$ cat src/rtl/tx_link_sequencer.sv
// -----------------------------------------------------------------------------
// tx_link_sequencer
//
// Octet-level sequencer for a JESD204B transmit lane. It sits in front of the
// 8b/10b encoder and chooses the character for each character-clock cycle:
// K28.5 during code-group synchronisation, the LMFC-aligned initial lane
// alignment sequence, and then user data. It also watches SYNC~ for resync
// requests (long low runs) and error reports (short low runs).
//
// Ports
//   clk          character clock
//   rst          asynchronous, active-high reset
//   i_syncn      SYNC~ from the receiver, already in the clk domain (low = request)
//   i_lmfc_edge  one-cycle pulse on the cycle before each LMFC boundary
//   i_cfg        ILAS configuration octets 0..13, octet n at [8n+7:8n]
//   i_data       user octet
//   i_vld        i_data is valid
//   o_data       octet to the link layer
//   o_k          o_data is a control character
//   o_ready      sequencer is in DATA and consumes i_data
//   o_state      0 = CGS, 1 = ILAS, 2 = DATA
//   o_err        one-cycle pulse on a short SYNC~ error report
// -----------------------------------------------------------------------------
module tx_link_sequencer #(
    parameter int F          = 1,
    parameter int K          = 32,
    parameter int ILAS_MF    = 4,
    parameter int RESYNC_LEN = 8
) (
    input  logic         clk,
    input  logic         rst,
    input  logic         i_syncn,
    input  logic         i_lmfc_edge,
    input  logic [111:0] i_cfg,
    input  logic [7:0]   i_data,
    input  logic         i_vld,
    output logic [7:0]   o_data,
    output logic         o_k,
    output logic         o_ready,
    output logic [1:0]   o_state,
    output logic         o_err
);

    typedef enum logic [1:0] {
        ST_CGS  = 2'd0,
        ST_ILAS = 2'd1,
        ST_DATA = 2'd2
    } state_e;

    // F*K is at most 1024, so a 10-bit octet counter covers every legal frame size.
    localparam int OC_W = 10;
    localparam int MF_W = (ILAS_MF > 1) ? $clog2(ILAS_MF) : 1;
    localparam int LC_W = $clog2(RESYNC_LEN + 1);

    localparam logic [OC_W-1:0] OC_LAST = OC_W'(F * K - 1);
    localparam logic [MF_W-1:0] MF_LAST = MF_W'(ILAS_MF - 1);
    localparam logic [MF_W-1:0] MF_ONE  = MF_W'(1);
    localparam logic [LC_W-1:0] LC_TRIG = LC_W'(RESYNC_LEN - 1);

    localparam logic [7:0] K_28_5 = 8'hBC;
    localparam logic [7:0] K_R    = 8'h1C;
    localparam logic [7:0] K_A    = 8'h7C;
    localparam logic [7:0] K_Q    = 8'h9C;

    state_e          state_q, state_d;
    logic [OC_W-1:0] oc_q, oc_d;
    logic [MF_W-1:0] mf_q, mf_d;
    logic [LC_W-1:0] lc_q, lc_d;
    logic            syncn_hi_q, syncn_hi_d;
    logic [7:0]      data_q, data_d;
    logic            k_q, k_d;
    logic            ready_q, ready_d;
    logic            err_q, err_d;

    logic            oc_last;
    logic [127:0]    cfg_pad;

    assign oc_last = (oc_q == OC_LAST);
    // Padding lets a 4-bit octet index address the table without running off the end.
    assign cfg_pad = {16'h0000, i_cfg};

    // Next-state logic: sequencing, counters and the SYNC~ monitor.
    always_comb begin
        // NOTE: every variable gets a default before any branch so no latch is inferred.
        state_d    = state_q;
        oc_d       = oc_q;
        mf_d       = mf_q;
        lc_d       = lc_q;
        syncn_hi_d = syncn_hi_q;
        err_d      = 1'b0;

        case (state_q)
            ST_ILAS: begin
                if (oc_last) begin
                    oc_d = '0;
                    if (mf_q == MF_LAST) begin
                        state_d = ST_DATA;
                        mf_d    = '0;
                    end else begin
                        mf_d = mf_q + 1'b1;
                    end
                end else begin
                    oc_d = oc_q + 1'b1;
                end
            end
            ST_DATA: begin
                oc_d = oc_last ? '0 : oc_q + 1'b1;
            end
            default: begin
                // CGS, and the unused encoding which falls back to CGS.
                state_d    = ST_CGS;
                syncn_hi_d = i_syncn;
                lc_d       = '0;
                oc_d       = '0;
                mf_d       = '0;
                // The registered flag is used, so a SYNC~ rising in the LMFC cycle itself is too late.
                if (syncn_hi_q && i_lmfc_edge) begin
                    state_d = ST_ILAS;
                end
            end
        endcase

        // The monitor is evaluated last so a resync overrides the ILAS->DATA step.
        if (state_q == ST_ILAS || state_q == ST_DATA) begin
            if (!i_syncn) begin
                lc_d = lc_q + 1'b1;
                if (lc_q == LC_TRIG) begin
                    state_d    = ST_CGS;
                    oc_d       = '0;
                    mf_d       = '0;
                    syncn_hi_d = 1'b0;
                end
            end else begin
                lc_d  = '0;
                err_d = (lc_q != '0);
            end
        end
    end

    // Output decode from the next state, so the registered octet lines up with the state it belongs to.
    always_comb begin
        logic [3:0] cfg_idx;
        logic       cfg_slot;

        cfg_idx  = oc_d[3:0] - 4'd2;
        cfg_slot = (oc_d[OC_W-1:4] == '0) && (oc_d[3:1] != 3'b000);
        data_d   = K_28_5;
        k_d      = 1'b1;
        ready_d  = 1'b0;

        case (state_d)
            ST_ILAS: begin
                if (oc_d == '0) begin
                    data_d = K_R;
                end else if (oc_d == OC_LAST) begin
                    data_d = K_A;
                end else if (mf_d == MF_ONE && oc_d == OC_W'(1)) begin
                    data_d = K_Q;
                end else if (mf_d == MF_ONE && cfg_slot) begin
                    data_d = cfg_pad[{cfg_idx, 3'b000} +: 8];
                    k_d    = 1'b0;
                end else begin
                    data_d = oc_d[7:0];
                    k_d    = 1'b0;
                end
            end
            ST_DATA: begin
                ready_d = 1'b1;
                k_d     = 1'b0;
                // Only octets offered while o_ready was already high are consumed.
                data_d  = (ready_q && i_vld) ? i_data : 8'h00;
            end
            default: begin
                data_d = K_28_5;
            end
        endcase
    end

    // NOTE: sequential state uses non-blocking assignments so all flops update together.
    always_ff @(posedge clk or posedge rst) begin
        if (rst) begin
            state_q    <= ST_CGS;
            oc_q       <= '0;
            mf_q       <= '0;
            lc_q       <= '0;
            syncn_hi_q <= 1'b0;
            data_q     <= K_28_5;
            k_q        <= 1'b1;
            ready_q    <= 1'b0;
            err_q      <= 1'b0;
        end else begin
            state_q    <= state_d;
            oc_q       <= oc_d;
            mf_q       <= mf_d;
            lc_q       <= lc_d;
            syncn_hi_q <= syncn_hi_d;
            data_q     <= data_d;
            k_q        <= k_d;
            ready_q    <= ready_d;
            err_q      <= err_d;
        end
    end

    assign o_data  = data_q;
    assign o_k     = k_q;
    assign o_ready = ready_q;
    assign o_state = state_q;
    assign o_err   = err_q;

endmodule

$ cat config.mk
export PLATFORM = sky130hd
export DESIGN_NAME = tx_link_sequencer
export DESIGN_NICKNAME = d
export VERILOG_FILES = /design/src/rtl/tx_link_sequencer.sv
export SDC_FILE = /design/constraint.sdc
export NUM_CORES = 1
export LEC_CHECK = 0
export ABC_AREA = 1
export ABC_CLOCK_PERIOD_IN_PS = 3200
export CAP_MARGIN = 20
export CORE_MARGIN = 3
export CORE_UTILIZATION = 35
export CTS_BUF_LIST = sky130_fd_sc_hd__clkbuf_8
export DETAILED_ROUTE_END_ITERATION = 10
export GPL_ROUTABILITY_DRIVEN = 0
export PLACE_DENSITY_LB_ADDON = 0.05
export SYNTH_ARGS = -nofsm -noshare
export SYNTH_HDL_FRONTEND = slang
export SYNTH_SLANG_ARGS = --single-unit
$ cat constraint.sdc
create_clock -name clk -period 3.2 [get_ports clk]
set_input_delay 0.32 -clock clk [delete_from_list [all_inputs] [get_ports clk]]
set_output_delay 0.32 -clock clk [all_outputs]
set_load 0.05 [all_outputs]
== Word level (Yosys, flattened, before mapping) ==
Cells that the tools add are included.

* Input bits: 125
* Output and inout bits: 13
* Bits in registers: 30

* Equality and inequality tests: 11
* Add/subtract/negate cells: 4
* Mux-type cells: 38
* Shift-type cells: 1
* Reduce and logical (&&, ||, !) cells: 11

{| class="wikitable"
|+ Operators with widths
! kind !! count
|-
| 128-bit by 8-bit variable part select with 8-bit output || 1
|-
| 10-bit 2-to-1 mux || 5
|-
| 8-bit 2-to-1 mux || 5
|-
| 10-bit by 5-bit == test with 1-bit output (second input constant) || 2
|-
| 2-bit 2-to-1 mux || 10
|-
| 8-bit one-hot mux with 2 select lines || 1
|-
| 4-bit 2-to-1 mux || 3
|-
| 1-bit 2-to-1 mux || 11
|-
| 10-bit by 1-bit adder with 10-bit output (second input constant) || 1
|-
| 10-bit by 1-bit == test with 1-bit output (second input constant) || 1
|-
| 10-bit zero test || 1
|-
| 2-bit one-hot mux with 2 select lines || 2
|-
| 2-bit by 1-bit == test with 1-bit output (second input constant) || 3
|-
| 2-bit == test (second input constant) || 3
|-
| 6-bit zero test || 1
|-
| 1-bit logical AND || 5
|-
| 4-bit by 1-bit adder with 4-bit output (second input constant) || 1
|-
| 4-bit by 3-bit == test with 1-bit output (second input constant) || 1
|-
| 4-bit nonzero test || 1
|-
| 4-bit by 2-bit subtractor with 4-bit output (second input constant) || 1
|-
| 3-bit nonzero test || 1
|-
| 2-bit by 1-bit adder with 2-bit output (second input constant) || 1
|-
| 2-bit by 1-bit != test with 1-bit output (second input constant) || 1
|-
| 1-bit one-hot mux with 2 select lines || 1
|-
| 2 further kinds || 2
|}

== Longest topological paths before layout ==
Gate-level depths: netlist of the first run.

* Depth in word-level cells: 14
* Mapped depth: 20

== Worst setup path before layout of the first run ==
No wires, ideal clock.

* Path type: reg2reg
* Start: register state_q[0], in the netlist o_state[0]
* End: register data_q[0], in the netlist o_data[0]
* Setup slack: 0.191 ns
* Cell stages (with the launch flop): 17
* Data arrival time: 2.932 ns
* Data required time: 3.122 ns
* Setup time: 0.078 ns
* Path through: dfrtp_1 -> inv_1 -> ha_1 -> inv_2 -> nand3_2 -> inv_1 -> nand2_1 -> buf_2 -> ha_1 -> inv_1 -> clkbuf_1 -> nand4_1 -> nand3_1 -> nand2_1 -> nand2_1 -> nand3_1 -> a21oi_1

* Word-level cells in the longest chain between the ends: 14
* Elaborated cells between the ends (all ways): 36
* Classes of those cells: add/sub: 1; eq/ne: 7; shift: 1; mux: 19; reduce/logical: 8

{| class="wikitable"
|+ Ends and longest elaborated chain
! what !! RTL line !! source
|-
| start: declaration || 65 || <nowiki>state_e state_q, state_d;</nowiki>
|-
| start signal: assignment || 192 || <nowiki>state_q <= state_d;</nowiki>
|-
| branches (longest 13 deep; another with 4-bit by 2-bit subtractor with 4-bit output) || -- ||
|-
| 8-bit one-hot mux with 2 select lines (*) || 151 || <nowiki>case (state_d)</nowiki>
|-
| net data_d[0] || 70 || <nowiki>logic [7:0] data_q, data_d;</nowiki>
|-
| end signal: assignment || 197 || <nowiki>data_q <= data_d;</nowiki>
|-
| end: declaration || 70 ||
|}

Mark *: on every way through the listed nets, which the timed path passes.
A chain may end at the register's enable or synchronous reset.

== Final worst setup path of the first run ==
* Start: register state_q[0], in the netlist o_state[0]
* End: register data_q[6], in the netlist o_data[6]

The elaborated chain is that of the path after synthesis.

==> impl_metrics.yaml, run 1 <==
run_status:
  status: "finished, final reports clean"
detailed_routing:
  routed_wl_um: 10770
  met2_length_um: 5335
  first_pass_iters: 5
  routed.top_layer: "met4"
  drt.antenna.violating_nets: 0
  wl_met1_um: 4420
  drc: 0
  dr_wl_met3_um: 786
  post_drt_via_cell_ratio: 4.997
  wire_per_inst_um: 14.82
  drt-initial-drc-count: 106
  vias: 3633
synth:
  synth-seq-cells: 30
  ys_seq_area_share_pct: 24.20
  synth_cell_types: 38
  ys_warn_count: 0
  synth_top_area_share_pct: 19.17
  synthCells: 485
  synth_area_leader_cell: "dfrtp_1"
  synth_nets: 620
  synthesis.area_um2: 3133
  yosysMostFrequentCell: "nand2_1"
  synth_common_cells: "nand2_1, nor2_1, inv_1"
  synth-main-ff-cell: "dfrtp_1"
  synth_area_leaders: "dfrtp_1, nand2_1, nor2_1"
  synth_edf_count: 0
  synthArstFlopShare_pct: 100.0
  syn_avg_cell_area_um2: 6.460
floorplan:
  coreArea_um2: 8464
  die-area_um2: 10120
  die_h_um: 100.6
  io_pins: 138
  fp.dieW_um: 100.6
  start_util_pct: 37.01
  rows: 33
critical_path:
  critical_path.cell_chain: "inv_1 > ha_1 > inv_2 > nand3_2 > inv_1 > nand2_2 > ha_1 > inv_1 > nand2_1 > nor3_1 > nor2_1 > nand2_1 > nand2_1 > nand2_1 > nand2_1 > nand2_1 > nand2_1 > a21oi_2"
  crit_top_cell: "nand2_1"
  max_stage_delay_ns: 0.40
  required_ns: 3.41
  crit_start: "o_state[0]"
  worstPathArrival_ns: 3.10
  rr_startpoint: "o_state[0]"
  worstSetupEndpointType: "flip-flop"
  critPathMaxFanout: 9
  crit_type: "flip-flop to flip-flop"
  crit_slowest_cell: "dfrtp_1"
  startpoint_type: "flip-flop"
global_route:
  track_usage_pct: 21.54
  overflow: 0
  grt_pass1_wl_um: 17640
  grt_max_degree: 27
  antenna_found_initial: 0
  grt_pass1_vias: 3748
pwr:
  power.internal_uw: 804.5
  clock_power_share_pct: 25.9
  comb_power_share_pct: 40.0
  power_density_nw_per_um2: 253.0
  vdd_ir_drop_max_uv: 117.4
  leakagePower_nw: 2.139
  p_sw_uw: 385.6
  p_seq_share_pct: 34.1
  switching_share_pct: 32.40
worst_hold_path:
  holdCritPathClass: "input port to async pin"
cts:
  cts.htree.levels: 2
  postCtsSetupRepairBufs: 0
  clock_sinks: 30
  cts_tree: "yes"
  cts_buffers: 5
  cts.clk_slew.worst_paths_ns: 0.07
  cts_root_buffer: "clkbuf_8"
  clk_latency_ns: 0.28
  cts_hold_buf: 0
  clk_path_buf_depth: 2
final_layout:
  drive_gt1_share_pct: 12.54
  finalNetCount: 756
  num_antenna_cells: 0
  finish.utilization_pct: 55.57
  fillCellCount: 859
  areaGrowthSynthToFinish_pct: 50.12
timing:
  finalHoldViolations: 0
  slew_viol_final: 0
  worst_pin_slew_ns: 0.5265
  finalSetupTns_ns: 0
  fmax_ghz: 0.3457
  finalWorstPathRequiredPeriod_ns: 2.893
  setup-violations-final: 0
  maxSlewHeadroom_pct: 64.79
  finalCritPeriodShare_pct: 90.40
  fin_worst_skew_ns: 0.005325
placed_design:
  dp.final_hpwl_um: 8945
  io_buffers: 137
run:
  drv_cap: 0
state kept, by name (all words and copies together), names as in the netlist:
signal,cells
o_err,1
oc_q,10
o_ready,1
o_k,1
lc_q,4
mf_q,2
syncn_hi_q,1
o_state,2
o_data,8
placed cells by master, fill, tap and decap left out, types with 7 or more instances in the layout:
cell / count
a21oi_1: 18
buf_4: 8
clkdlybuf4s50_1: 137
dfrtp_1: 24
ha_1: 10
inv_1: 46
inv_2: 8
nand2_1: 138
nand2_2: 11
nand3_1: 42
nand4_1: 13
nor2_1: 60
nor3_1: 7
o21ai_0: 22
o21ai_1: 10
kinds of logic after synthesis:
family / Yosys count / synth area share, %
xor+xnor: 3 / 1.438
simple gates: 307 / 48.60
flops: 30 / 24.20
buf+inv: 70 / 9.984
compound gates: 65 / 11.78
fa+ha+maj: 10 / 3.994
cell type report:
| cell class | count | area, um2 | share of cell area (%) |
|---|---|---|---|
| Inverter | 53 | 198.9 | 4.230 |
| Sequential cell | 30 | 758.2 | 16.12 |
| Tap cell | 105 | 131.4 | 2.793 |
| Clock buffer | 6 | 82.58 | 1.756 |
| Multi-Input combinational cell | 385 | 2064 | 43.89 |
| Timing Repair Buffer | 146 | 1459 | 31.02 |
| Clock inverter | 2 | 8.758 | 0.1862 |
critical path, delay by kind of cell, from the launching register on:
kind	cells	cell delay, ns
flip-flops	1	0.40
buffers and inverters	4	0.54
AND/OR/NAND/NOR	11	1.11
adder cells (fa/ha/maj)	2	0.66
AO/OA/AOI/OAI	1	0.11
path summary, 6_finish.rpt:
kind | end | slack (ns) | depth (start not counted)
setup / recovery | o_data[6] | 0.31 | 18
hold / removal | o_ready | 0.26 | 2
setup reg to reg | o_data[6] | 0.31 | 18
hold reg to reg | lc_q[0] | 0.50 | 1
max in group asynchronous | o_data[4] | 2.32 | 4
min in group clk | lc_q[0] | 0.50 | 1
layer usage:
layer / GRT usage (%) / vias up
met5: 0 / -
li1: - / 1838
met4: 6.943 / 0
met2: 38.43 / 131
met1: 25.72 / 1645
met3: 4.291 / 19
metrics by stage:
stage / std cells / worst slack (ns) / hold WS, ns / area (um2) / power [mW]
floorplan: 485 / 0.1907 / 0.4064 / 3133 / 0.6641
global route: 727 / -0.02558 / 0.2870 / 4703 / 1.272
detailed placement: 718 / 0.2323 / 0.4948 / 4582 / 0.8879
CTS: 726 / 0.2451 / 0.5033 / 4673 / 1.203
finish: 727 / 0.3072 / 0.2571 / 4703 / 1.190
global placement: 718 / 0.3010 / 0.4711 / 4582 / 0.8855
what timing repair did:
item | 4_1_cts | 5_1_grt
hold endpoints to repair | 0 | 0
resized for setup | 0 | 1
setup endpoints to repair | 0 | 2
power groups by stage:
stage | logic (mW) | registers (mW) | clock network, mW
floorplan | 0.223 | 0.441 | 0
finish | 0.477 | 0.405 | 0.308
CTS | 0.477 | 0.405 | 0.320
detailed placement | 0.476 | 0.412 | 0
global route | 0.525 | 0.406 | 0.341
global placement | 0.474 | 0.411 | 0
No activity file was read; power rests on OpenSTA's default activity.
==> run 2: changes to the inputs <==
Settings changed: CTS_CLUSTER_DIAMETER set to 120, SLEW_MARGIN set to 5.
==> run 2 against run 1 <==
  * Routed wire length down 0.25%
  * Cell area unchanged
  * Non-clock buffer count stayed put
  * Clock power about the same
==> impl_metrics.yaml, run 2 (synthesis results as in run 1) <==
final_layout:
  largest-register: "oc_q"
  areaGrowthSynthToFinish_pct: 50.12
  largest_register_ffs: 10
  final_common_cell: "nand2_1"
  finish.utilization_pct: 55.57
  final_cell_mix: "nand2_1, clkdlybuf4s50_1, nor2_1"
  num_antenna_cells: 0
  fillCellCount: 858
  finalNetCount: 756
  fin_cells: 727
  drive_gt1_share_pct: 12.54
critical_path:
  crit_start: "o_state[0]"
  critPathMaxFanout: 9
  worstSetupEndpointType: "flip-flop"
  startpoint_type: "flip-flop"
  rr_startpoint: "o_state[0]"
  crit_type: "flip-flop to flip-flop"
  worstPathArrival_ns: 3.10
  required_ns: 3.41
run_status:
  status: "finished, final reports clean"
run:
  drv_cap: 0
global_route:
  grt_pass1_vias: 3748
  overflow: 0
  grt_max_degree: 27
  antenna_found_initial: 0
  track_usage_pct: 21.54
  grt_pass1_wl_um: 17640
cts:
  clk_latency_ns: 0.28
  cts.htree.levels: 2
  clk_path_buf_depth: 2
  cts_root_buffer: "clkbuf_8"
  cts_tree: "yes"
  postCtsSetupRepairBufs: 0
  clock_sinks: 30
  cts.clk_slew.worst_paths_ns: 0.07
  cts_buffers: 5
timing:
  finalWorstPathRequiredPeriod_ns: 2.889
  fmax_ghz: 0.3462
  timing.final.ws_setup_ns: 0.3111
  worst_pin_slew_ns: 0.5265
  setup-violations-final: 0
  holdWs_ns: 0.2756
  finalCritPeriodShare_pct: 90.28
  slew_viol_final: 0
  finalHoldViolations: 0
  fin_worst_skew_ns: 0.005164
  maxSlewHeadroom_pct: 64.79
floorplan:
  start_util_pct: 37.01
  io_pins: 138
  fp.dieW_um: 100.6
  rows: 33
  die-area_um2: 10120
  coreArea_um2: 8464
  die_h_um: 100.6
pwr:
  vdd_ir_drop_max_uv: 117.4
  leakagePower_nw: 2.139
  power_density_nw_per_um2: 253.2
  power_mw: 1.191
detailed_routing:
  first_pass_iters: 4
  wire_per_inst_um: 14.78
  drc: 0
  post_drt_via_cell_ratio: 4.999
  vias: 3634
  drt.antenna.violating_nets: 0
  drt-initial-drc-count: 104
  routed_wl_um: 10750
placed_design:
  dp.final_hpwl_um: 8945
  place_ws_ns: 0.2323
  placed_cells: 718
  io_buffers: 137
worst_hold_path:
  holdCritPathClass: "input port to async pin"
[run 2: area by class of cell]
cell class,instances,area [um2],area share (%)
sequential,30,758.2,16.12
inverter,53,198.9,4.230
multi-input combinational,385,2064,43.89
timing repair buffer,146,1459,31.02
clock inverter,2,8.758,0.1862
clock buffer,6,82.58,1.756
tap,105,131.4,2.793
[run 2: repair_timing]
item / in CTS / in global routing
hold buffers: 0 / 0
resized for setup: 0 / 1
setup endpoints to repair: 0 / 2
[run 2: final timing paths]
check | end | slack [ns] | cells past startpoint
setup / recovery | o_data[6] | 0.31 | 18
hold / removal | o_ready | 0.28 | 2
setup reg to reg | o_data[6] | 0.31 | 18
hold reg to reg | lc_q[0] | 0.50 | 1
max in group asynchronous | o_data[4] | 2.29 | 4
min in group clk | lc_q[0] | 0.50 | 1
[run 2: per-stage QoR]
step	TNS [ns]	instance area, um2
6_report	0	4703
5_1_grt	-0.04855	4703
4_1_cts	0	4673
3_5_place_dp	0	4582
3_3_place_gp	0	4582
2_1_floorplan	0	3133
[run 2: power breakdown]
group / switching [mW] / leakage (nW) / internal (mW)
Sequential: 0.00841 / 0.395 / 0.397
Combinational: 0.240 / 1.69 / 0.237
Clock: 0.138 / 0.0524 / 0.170
[run 2: critical path, stage by stage (launching register included)]
cell and delay, ns:
dfrtp_1 0.40, inv_1 0.06, ha_1 0.33, inv_2 0.16, nand3_2 0.18, inv_1 0.12, nand2_2 0.11, ha_1 0.33
inv_1 0.20, nand2_1 0.17, nor3_1 0.23, nor2_1 0.06, nand2_1 0.07, nand2_1 0.05, nand2_1 0.06, nand2_1 0.05
nand2_1 0.05, nand2_1 0.07, a21oi_2 0.11
[run 2: metal layers]
layer	wire length (um)	global-route usage, %	share of wire (%)	vias to the layer above
met5	0	0	0	-
li1	-	-	-	1837
met2	5343	38.43	50	130
met4	225	6.943	2.1	0
met3	761	4.291	7.1	17
met1	4415	25.72	41	1650
==> run 3: changes to the inputs <==
Settings changed: CTS_BUF_LIST sky130_fd_sc_hd__clkbuf_8 to unset.
==> run 3 against run 2 <==
  * Via count barely moved
  * Flip-flop and latch count did not move
  * Critical path depth did not move
  * Sequential share of layout area did not move
  * Highest routed layer unchanged
  * Register-to-register slack barely moved
  * Combinational power barely moved
  * Non-clock buffer count did not move
  * Largest power group unchanged
  * Maximum frequency fell by 0.11%
==> impl_metrics.yaml, run 3 (synthesis results as in run 1) <==
run_status:
  status: "finished, final reports clean"
floorplan:
  io_pins: 138
  fp.dieW_um: 100.6
  die_h_um: 100.6
  die-area_um2: 10120
  rows: 33
  start_util_pct: 37.01
  coreArea_um2: 8464
pwr:
  leakagePower_nw: 2.135
  vdd_ir_drop_max_uv: 117.4
  clock_power_share_pct: 26.1
  power_density_nw_per_um2: 253.8
  p_sw_uw: 386.1
  power.internal_uw: 807.7
  comb_power_share_pct: 40.0
  switching_share_pct: 32.34
  p_seq_share_pct: 34.0
cts:
  cts.clk_slew.worst_paths_ns: 0.07
  cts_root_buffer: "clkbuf_8"
  cts_buffers: 5
  clk_path_buf_depth: 2
  clock_sinks: 30
  clk_latency_ns: 0.28
  cts_tree: "yes"
  cts.htree.levels: 2
timing:
  holdWs_ns: 0.2756
  setup-violations-final: 0
  finalSetupTns_ns: 0
  maxSlewHeadroom_pct: 64.79
  finalCritPeriodShare_pct: 90.37
  fmax_ghz: 0.3458
  finalHoldViolations: 0
  finalWorstPathRequiredPeriod_ns: 2.892
  worst_pin_slew_ns: 0.5265
  slew_viol_final: 0
  fin_worst_skew_ns: 0.005164
final_layout:
  fin_cells: 727
  largest_register_ffs: 10
  largest-register: "oc_q"
  fillCellCount: 858
  design_area_um2: 4703
  num_antenna_cells: 0
  final_cell_mix: "nand2_1, clkdlybuf4s50_1, nor2_1"
  areaGrowthSynthToFinish_pct: 50.12
  finalNetCount: 756
  drive_gt1_share_pct: 12.54
  final_common_cell: "nand2_1"
  finish.utilization_pct: 55.57
detailed_routing:
  drt-initial-drc-count: 104
  routed_wl_um: 10750
  drc: 0
  drt.antenna.violating_nets: 0
  first_pass_iters: 4
  post_drt_via_cell_ratio: 4.996
  vias: 3632
  wire_per_inst_um: 14.79
global_route:
  grt_max_degree: 27
  antenna_found_initial: 0
  track_usage_pct: 21.54
  grt_pass1_wl_um: 17640
  grt_pass1_vias: 3748
  overflow: 0
critical_path:
  ff2ff_path_depth: 18
  ff2ff_setup_slack_ns: 0.31
  worstPathArrival_ns: 3.10
  rr_startpoint: "o_state[0]"
  reg2reg_to: "o_data[6]"
  crit_type: "flip-flop to flip-flop"
  startpoint_type: "flip-flop"
  worstSetupEndpointType: "flip-flop"
  critPathMaxFanout: 9
  required_ns: 3.41
run:
  drv_cap: 0
worst_hold_path:
  holdCritPathClass: "input port to async pin"
placed_design:
  placed_cells: 718
  io_buffers: 137
  place_area_um2: 4582
  dp.final_hpwl_um: 8945
-- run 3: cell types whose count changed in the layout (fill, tap and decap cells not counted) --
cell,change
clkbuf_1,+1
inv_1,-1
-- run 3: cell type report --
class                           count  area [um2]  area share (%)
Multi-Input combinational cell    385        2064           43.89
Timing Repair Buffer              146        1459           31.02
Sequential cell                    30       758.2           16.12
Inverter                           53       198.9           4.230
Tap cell                          105       131.4           2.793
Clock buffer                        7       86.33           1.836
Clock inverter                      1       5.005          0.1064
-- run 3: how the worst max path moves through the flow --
stage | from | endpoint | slack, ns | depth (start not counted)
3_5_place_dp | i_syncn | o_data[6] | 0.23 | 18
3_3_place_gp | i_syncn | o_data[6] | 0.30 | 18
4_1_cts | o_state[0] | o_data[6] | 0.25 | 18
6_report | o_state[0] | o_data[6] | 0.31 | 18
2_1_floorplan | o_state[0] | o_data[0] | 0.19 | 16
5_1_grt | oc_q[0] | o_data[6] | -0.03 | 17
-- run 3: metrics by stage --
stage          total power, mW  setup slack, ns
4_1_cts                  1.206           0.2451
3_5_place_dp            0.8879           0.2323
2_1_floorplan           0.6641           0.1907
5_1_grt                  1.274         -0.02504
6_report                 1.194           0.3080
3_3_place_gp            0.8855           0.3010
-- run 3: repair_timing --
action / in CTS / in global routing
setup endpoints to repair: 0 / 2
resized for setup: 0 / 1
setup buffers: 0 / 0
hold endpoints to repair: 0 / 0
hold buffers: 0 / 0
-- run 3: worst max-delay path, cell delays in order (launching register included) --
cell and delay, ns:
dfrtp_1 0.40, inv_1 0.06, ha_1 0.33, inv_2 0.16
nand3_2 0.18, inv_1 0.12, nand2_2 0.11, ha_1 0.33
inv_1 0.20, nand2_1 0.17, nor3_1 0.23, nor2_1 0.06
nand2_1 0.07, nand2_1 0.05, nand2_1 0.06, nand2_1 0.05
nand2_1 0.05, nand2_1 0.07, a21oi_2 0.11
-- run 3: per-layer routing --
| metal | global-route usage [%] | vias to the layer above | part of all wire, % |
|---|---|---|---|
| met1 | 25.72 | 1648 | 41 |
| li1 | - | 1837 | - |
| met4 | 6.943 | 0 | 2.1 |
| met5 | 0 | - | 0 |
| met3 | 4.291 | 17 | 7.1 |
| met2 | 38.43 | 130 | 50 |
-- run 3: power groups by stage --
stage | Combinational, mW | Clock (mW) | Sequential [mW]
floorplan | 0.223 | 0 | 0.441
global placement | 0.474 | 0 | 0.411
detailed placement | 0.476 | 0 | 0.412
CTS | 0.477 | 0.323 | 0.405
global route | 0.524 | 0.343 | 0.406
finish | 0.477 | 0.311 | 0.406
